## src/rtl/soc_pkg.sv

```systemverilog
// soc_pkg: shared SoC constants and types for the fetch-side instruction cache
//   THR_PER_CORE / THR_W     hardware threads and thread-id width
//   PHY_ADDR_W / LINE_W      physical address and cache line widths
//   ICACHE_NUM_LINES         fully associative line count
//   multithreading_mode_t    Single_Threaded | Multi_Threaded
//   memory_request_t         {addr, is_store, data} sent to the memory hierarchy
package soc_pkg;
    localparam int THR_PER_CORE     = 4;
    localparam int THR_W            = $clog2(THR_PER_CORE);
    localparam int PHY_ADDR_W       = 20;
    localparam int LINE_W           = 128;
    localparam int ICACHE_NUM_LINES = 4;

    typedef enum logic {
        Single_Threaded,
        Multi_Threaded
    } multithreading_mode_t;

    typedef struct packed {
        logic [PHY_ADDR_W-1:0] addr;
        logic                  is_store;
        logic [LINE_W-1:0]     data;
    } memory_request_t;
endpackage

```

## src/rtl/icache_victim_sel.sv

```systemverilog
// icache_victim_sel: picks the line a fill writes into
//   valid_vec  in   per-line valid bits
//   match_vec  in   per-line "valid and tag equals fill tag"
//   ptr        in   round-robin victim pointer
//   tgt        out  target line index
//   adv        out  a valid line is being evicted, so the pointer must advance
module icache_victim_sel
    import soc_pkg::*;
#(
    parameter int N  = ICACHE_NUM_LINES,
    parameter int LW = $clog2(N)
) (
    input  logic [N-1:0]  valid_vec,
    input  logic [N-1:0]  match_vec,
    input  logic [LW-1:0] ptr,
    output logic [LW-1:0] tgt,
    output logic          adv
);
    // Priority: matching line (no duplicates) > lowest invalid line > pointer.
    always_comb begin
        tgt = ptr;
        adv = (&valid_vec) && !(|match_vec);
        for (int i = N - 1; i >= 0; i--)
            if (!valid_vec[i]) tgt = LW'(i);
        for (int i = 0; i < N; i++)
            if (match_vec[i]) tgt = LW'(i);
    end
endmodule

```

## src/rtl/instr_cache_mt.sv

```systemverilog
// instr_cache_mt: multithreaded fully associative instruction cache
//   clock, reset (sync, active-low)
//   mt_mode                                   threading mode
//   req_valid/req_addr/req_thread_id          lookup request
//   rsp_valid/rsp_data                        same-cycle hit or bypass line
//   icache_ready                              per-thread "no outstanding miss"
//   xcpt_bus_error                            fill came back with a bus error
//   req_valid_miss/req_info_miss              line-fill request
//   rsp_valid_miss/rsp_thread_id/
//   rsp_data_miss/rsp_bus_error               fill response
module instr_cache_mt
    import soc_pkg::*;
(
    input  logic                    clock,
    input  logic                    reset,
    input  multithreading_mode_t    mt_mode,
    input  logic                    req_valid,
    input  logic [PHY_ADDR_W-1:0]   req_addr,
    input  logic [THR_W-1:0]        req_thread_id,
    output logic                    rsp_valid,
    output logic [LINE_W-1:0]       rsp_data,
    output logic [THR_PER_CORE-1:0] icache_ready,
    output logic                    xcpt_bus_error,
    output logic                    req_valid_miss,
    output memory_request_t         req_info_miss,
    input  logic                    rsp_valid_miss,
    input  logic [THR_W-1:0]        rsp_thread_id,
    input  logic [LINE_W-1:0]       rsp_data_miss,
    input  logic                    rsp_bus_error
);
    localparam int N     = ICACHE_NUM_LINES;
    localparam int LW    = $clog2(N);
    localparam int TAG_W = PHY_ADDR_W - 4;

    logic [N-1:0]            valid_q, valid_d;
    logic [TAG_W-1:0]        tag_q [N];
    logic [TAG_W-1:0]        tag_d [N];
    logic [LINE_W-1:0]       data_q [N];
    logic [LINE_W-1:0]       data_d [N];
    logic [LW-1:0]           ptr_q, ptr_d;
    logic [THR_PER_CORE-1:0] pend_q, pend_d;
    // Tag each thread is waiting on; the fill response carries no address.
    logic [TAG_W-1:0]        ptag_q [THR_PER_CORE];
    logic [TAG_W-1:0]        ptag_d [THR_PER_CORE];

    logic [THR_W-1:0] tid;
    logic [TAG_W-1:0] req_tag, fill_tag;
    logic [N-1:0]     hit_vec, fill_match;
    logic [LW-1:0]    hit_idx, tgt;
    logic             accept, hit, bypass, miss, fill, fill_wr, adv;

    icache_victim_sel #(.N(N), .LW(LW)) u_victim_sel (
        .valid_vec(valid_q),
        .match_vec(fill_match),
        .ptr      (ptr_q),
        .tgt      (tgt),
        .adv      (adv)
    );

    always_comb begin
        tid      = mt_mode == Single_Threaded ? '0 : req_thread_id;
        req_tag  = req_addr[PHY_ADDR_W-1:4];
        fill_tag = ptag_q[rsp_thread_id];
        for (int t = 0; t < THR_PER_CORE; t++)
            icache_ready[t] = !pend_q[t] && (mt_mode == Multi_Threaded || t == 0);
        accept  = req_valid && icache_ready[tid];
        hit_idx = '0;
        for (int i = 0; i < N; i++) begin
            hit_vec[i]    = valid_q[i] && tag_q[i] == req_tag;
            fill_match[i] = valid_q[i] && tag_q[i] == fill_tag;
            if (hit_vec[i]) hit_idx = LW'(i);
        end
        hit            = accept && |hit_vec;
        bypass         = accept && !hit && rsp_valid_miss && rsp_thread_id == tid && !rsp_bus_error;
        miss           = accept && !hit && !bypass;
        fill           = rsp_valid_miss && pend_q[rsp_thread_id];
        fill_wr        = fill && !rsp_bus_error;
        xcpt_bus_error = fill && rsp_bus_error;
        rsp_valid      = hit || bypass;
        rsp_data       = hit ? data_q[hit_idx] : bypass ? rsp_data_miss : '0;
        req_valid_miss = miss;
        req_info_miss  = '{addr: {req_tag, 4'b0}, is_store: 1'b0, data: '0};
        valid_d = valid_q;
        tag_d   = tag_q;
        data_d  = data_q;
        ptr_d   = ptr_q;
        pend_d  = pend_q;
        ptag_d  = ptag_q;
        if (fill) pend_d[rsp_thread_id] = 1'b0;
        if (fill_wr) begin
            valid_d[tgt] = 1'b1;
            tag_d[tgt]   = fill_tag;
            data_d[tgt]  = rsp_data_miss;
            if (adv) ptr_d = ptr_q == LW'(N - 1) ? '0 : ptr_q + LW'(1);
        end
        if (miss) begin
            pend_d[tid] = 1'b1;
            ptag_d[tid] = req_tag;
        end
    end

    always_ff @(posedge clock) begin
        if (!reset) begin
            valid_q <= '0;
            tag_q   <= '{default: '0};
            data_q  <= '{default: '0};
            ptr_q   <= '0;
            pend_q  <= '0;
            ptag_q  <= '{default: '0};
        end else begin
            valid_q <= valid_d;
            tag_q   <= tag_d;
            data_q  <= data_d;
            ptr_q   <= ptr_d;
            pend_q  <= pend_d;
            ptag_q  <= ptag_d;
        end
    end
endmodule

```

## config.mk

```make
export PLATFORM = sky130hd
export DESIGN_NAME = instr_cache_mt
export DESIGN_NICKNAME = d
export VERILOG_FILES = /design/src/rtl/soc_pkg.sv /design/src/rtl/icache_victim_sel.sv /design/src/rtl/instr_cache_mt.sv
export SDC_FILE = /design/constraint.sdc
export NUM_CORES = 2
export LEC_CHECK = 0
export CAP_MARGIN = 5
export CORE_MARGIN = 2
export CORE_UTILIZATION = 55
export CTS_BUF_LIST = sky130_fd_sc_hd__clkbuf_2
export CTS_CLUSTER_SIZE = 30
export DETAILED_ROUTE_END_ITERATION = 10
export GPL_ROUTABILITY_DRIVEN = 1
export GPL_TIMING_DRIVEN = 1
export PLACE_DENSITY = 0.9
export SLEW_MARGIN = 20
export SYNTH_ARGS = -nofsm -noshare
export SYNTH_HDL_FRONTEND = slang
export SYNTH_SLANG_ARGS = --single-unit
```

## constraint.sdc

```tcl
create_clock -name clock -period 5.9 [get_ports clock]
set_input_delay 0.59 -clock clock [delete_from_list [all_inputs] [get_ports clock]]
set_output_delay 0.59 -clock clock [all_outputs]
set_load 0.02 [all_outputs]
```

==> impl_metrics.ini <==
[yosys]
netlist_instances = 3363
async_flop_share_pct = 0
synthTopCellsByArea = dfxtp_1 42%, mux2i_1 20%, nand2_1 9.2%
ys.flop_type = dfxtp_1
synth_top_area_cell = dfxtp_1
yosysWarningCount = 0
yosysSeqAreaShare_pct = 41.92
yosysTopAreaCellShare_pct = 41.92
synth_edf_count = 0
synth_seq_cells = 650
synth_cell_type_count = 58
syn_avg_cell_area_um2 = 9.231
syn_area_um2 = 31040

[timing]
period_share_pct = 97.87
hold_slack_ns = 0.1635
worst_pin_slew_ns = 0.9835
fin_worst_skew_ns = 0.1371
timing.setup.tns_ns = 0
period_minus_slack_ns = 5.774
drv_slew = 0
max_slew_margin_pct = 34.43
postLayoutSetupSlackWorst_ns = 0.1258
hold_violations = 0
setup_viol = 0
max_freq_ghz = 0.1732

[die]
die_w_um = 241.6
start_util_pct = 55.38
pin_count = 442
num_rows = 87
design.core.area_um2 = 56060
die_h_um = 241.6
dieArea_um2 = 58360

[critical_path]
path_max_fanout = 32
required_ns = 5.31
cp-start-kind = input port
endpoint_kind = output port
crit_arrival_ns = 5.18
crit_type = input port to output port

[cts]
cts_root_buf = clkbuf_2
htree_num_levels = 4
cts_tree = yes
cts_buffers = 161
insertion_delay_ns = 1.40
clk_pin_slew_ns = 0.10
cts_sinks = 650
clockBufferDepth = 3

[finish]
nets = 3874
drive_gt1_share_pct = 9.020
syn2layout_area_growth_pct = 18.26
stdcell_area_um2 = 36710
post-route-util_pct = 65.49

[detailed_routing]
wirelength_um = 91240
drtPass1Iterations = 8
vias_per_cell = 5.915
antenna_left = 0
wire_per_inst_um = 19.85
drc = 0
drt-initial-drc-count = 2450
num_vias = 27186

[flow_run]
max_cap_violations = 0

[place]
io_buffers = 304
place_hpwl_um = 49770
gp_congestion = 1.009
pre_cts_ws_ns = 0.6152
placed_area_um2 = 33740

[grt]
grt_max_degree = 153
grt_pass1_wl_um = 141200
grt_antenna_before_repair = 2
globalRouteOverflowTotal = 0
grt_pass1_vias = 27057
grtUsageTotal_pct = 29.57

[power_and_ir_drop]
leakage_nw = 16.84
pwr_density_cell_nw_per_um2 = 226.2
vdd_drop_max_mv = 0.1478

[min_path]
holdCritPathClass = input port to flip-flop

[outcome]
status = complete, no violations
[timing repair]
| item | CTS | global route |
|---|---|---|
| hold buffers | 132 | 0 |
| gates resized for setup | 0 | 15 |
| hold endpoints to repair | 524 | 0 |
| endpoints found under the setup margin | 0 | 104 |
| buffers inserted | 0 | 4 |
[cells in the final DEF, fill, tap and decap left out, drive strengths merged, types with 3 or more instances in the layout]
cell type      netlist  routed
clkinv               0      43
mux2i              621     621
buf                231      56
nand4               22      22
bufinv               0       3
or3                  4       4
clkinvlp             0       3
clkbuf             205     230
o22ai              130     130
nand3               41      41
mux2                 5       5
o221ai             129     129
a21boi               8       8
xor2                 8       8
nand3b               4       4
xnor2              113     113
diode                0       4
mux4                17      17
nor4                 7       7
conb                 1     133
or4                  3       3
dlygate4sd3          0     132
inv                 11      19
dfxtp              650     650
nor3                 3       3
nor2b               41      41
a21o               129     129
nor2                 7       7
or2                  4       4
and3                 3       3
a21oi              134     134
clkdlybuf4s50        0     302
nand2              757     757
o21ai               50      50
[per-stage QoR]
stage | power [W] | cells
after floorplan | 0.005004 | 3495
after global placement | 0.005173 | 4168
after detailed placement | 0.005180 | 4168
after CTS | 0.008313 | 4584
after global routing | 0.008619 | 4596
final | 0.008303 | 4596
[area by class of cell]
type	count	area [um^2]
inverter	11	41.29
clock buffer	227	1136
clock inverter	57	347.8
fill	4036	19350
multi-input combinational	2398	16090
timing repair buffer	493	5131
tap	756	945.9
antenna	4	10.01
sequential	650	13010
[layer usage]
| metal | track usage [%] | up-vias | share of wire, % |
|---|---|---|---|
| met5 | 0 | - | 0 |
| met4 | 16.72 | 0 | 4.3 |
| met3 | 6.604 | 305 | 8.8 |
| met2 | 48.22 | 1599 | 47 |
| met1 | 36.13 | 12986 | 39 |
| li1 | - | 12296 | - |
[flip-flops by register name, indices dropped and copies added (netlist names)]
register / count
valid_q: 4
data_q: 512
ptr_q: 2
tag_q: 64
pend_q: 4
ptag_q: 64
[synth_stat cells (all sizes together), types with 2 or more instances]
cell type and count:
inv 11, o21ai 50, o21bai 2, and3 3, a21o 129, nand2b 2
nor4 7, xor2 8, or2 4, nor3 3, mux4 17, nand3 41
nor2b 41, a21boi 8, dfxtp 650, nor2 7, buf 231, mux2i 621
xnor2 113, nand3b 4, a2bb2oi 2, a221oi 2, o22ai 130, or3 4
mux2 5, nand4 22, or4 3, clkbuf 205, a21oi 134, nand2 757
o221ai 129, a31oi 2, a22oi 2
[final timing paths]
check,from,endpoint,slack [ns],cells after the start
worst max-delay path,req_addr[18],rsp_data[89],0.13,14
worst min-delay path,req_addr[16],ptag_q[28],0.16,4
worst max register to register,ptag_q[4],data_q[511],1.80,11
worst min register to register,data_q[283],data_q[283],0.46,2
[worst max-delay path, stage by stage]
cell and delay (ns):
dlygate4sd3_1 0.55, clkdlybuf4s50_1 0.61, buf_4 0.22, xnor2_1 0.14, nand3_1 0.15, or4_1 0.50
or2_2 0.33, a21boi_4 0.34, buf_4 0.20, buf_8 0.32, o22ai_1 0.16, a21oi_1 0.22
a21o_1 0.18, clkdlybuf4s50_1 0.63
[power breakdown]
group / switching, W / internal (W)
clock: 0.00194 / 0.00119
combinational: 0.000441 / 0.000306
sequential: 0.0000163 / 0.00441
total: 0.00239 / 0.00591
[cells by family (layout without fill, tap and decap cells)]
group | after synthesis | count (layout) | synth area share (%)
AO/OA/AOI/OAI | 598 | 598 | 13.04
XOR/XNOR | 121 | 121 | 3.414
adder cells (fa/ha/maj) | 1 | 1 | 0.04030
buffers and inverters | 447 | 788 | 8.218
flip-flops | 650 | 650 | 41.92
multiplexers | 643 | 643 | 21.44
other | 1 | 137 | 0.01208
AND/OR/NAND/NOR | 902 | 902 | 11.92
Power figures use the tool's default switching activity.
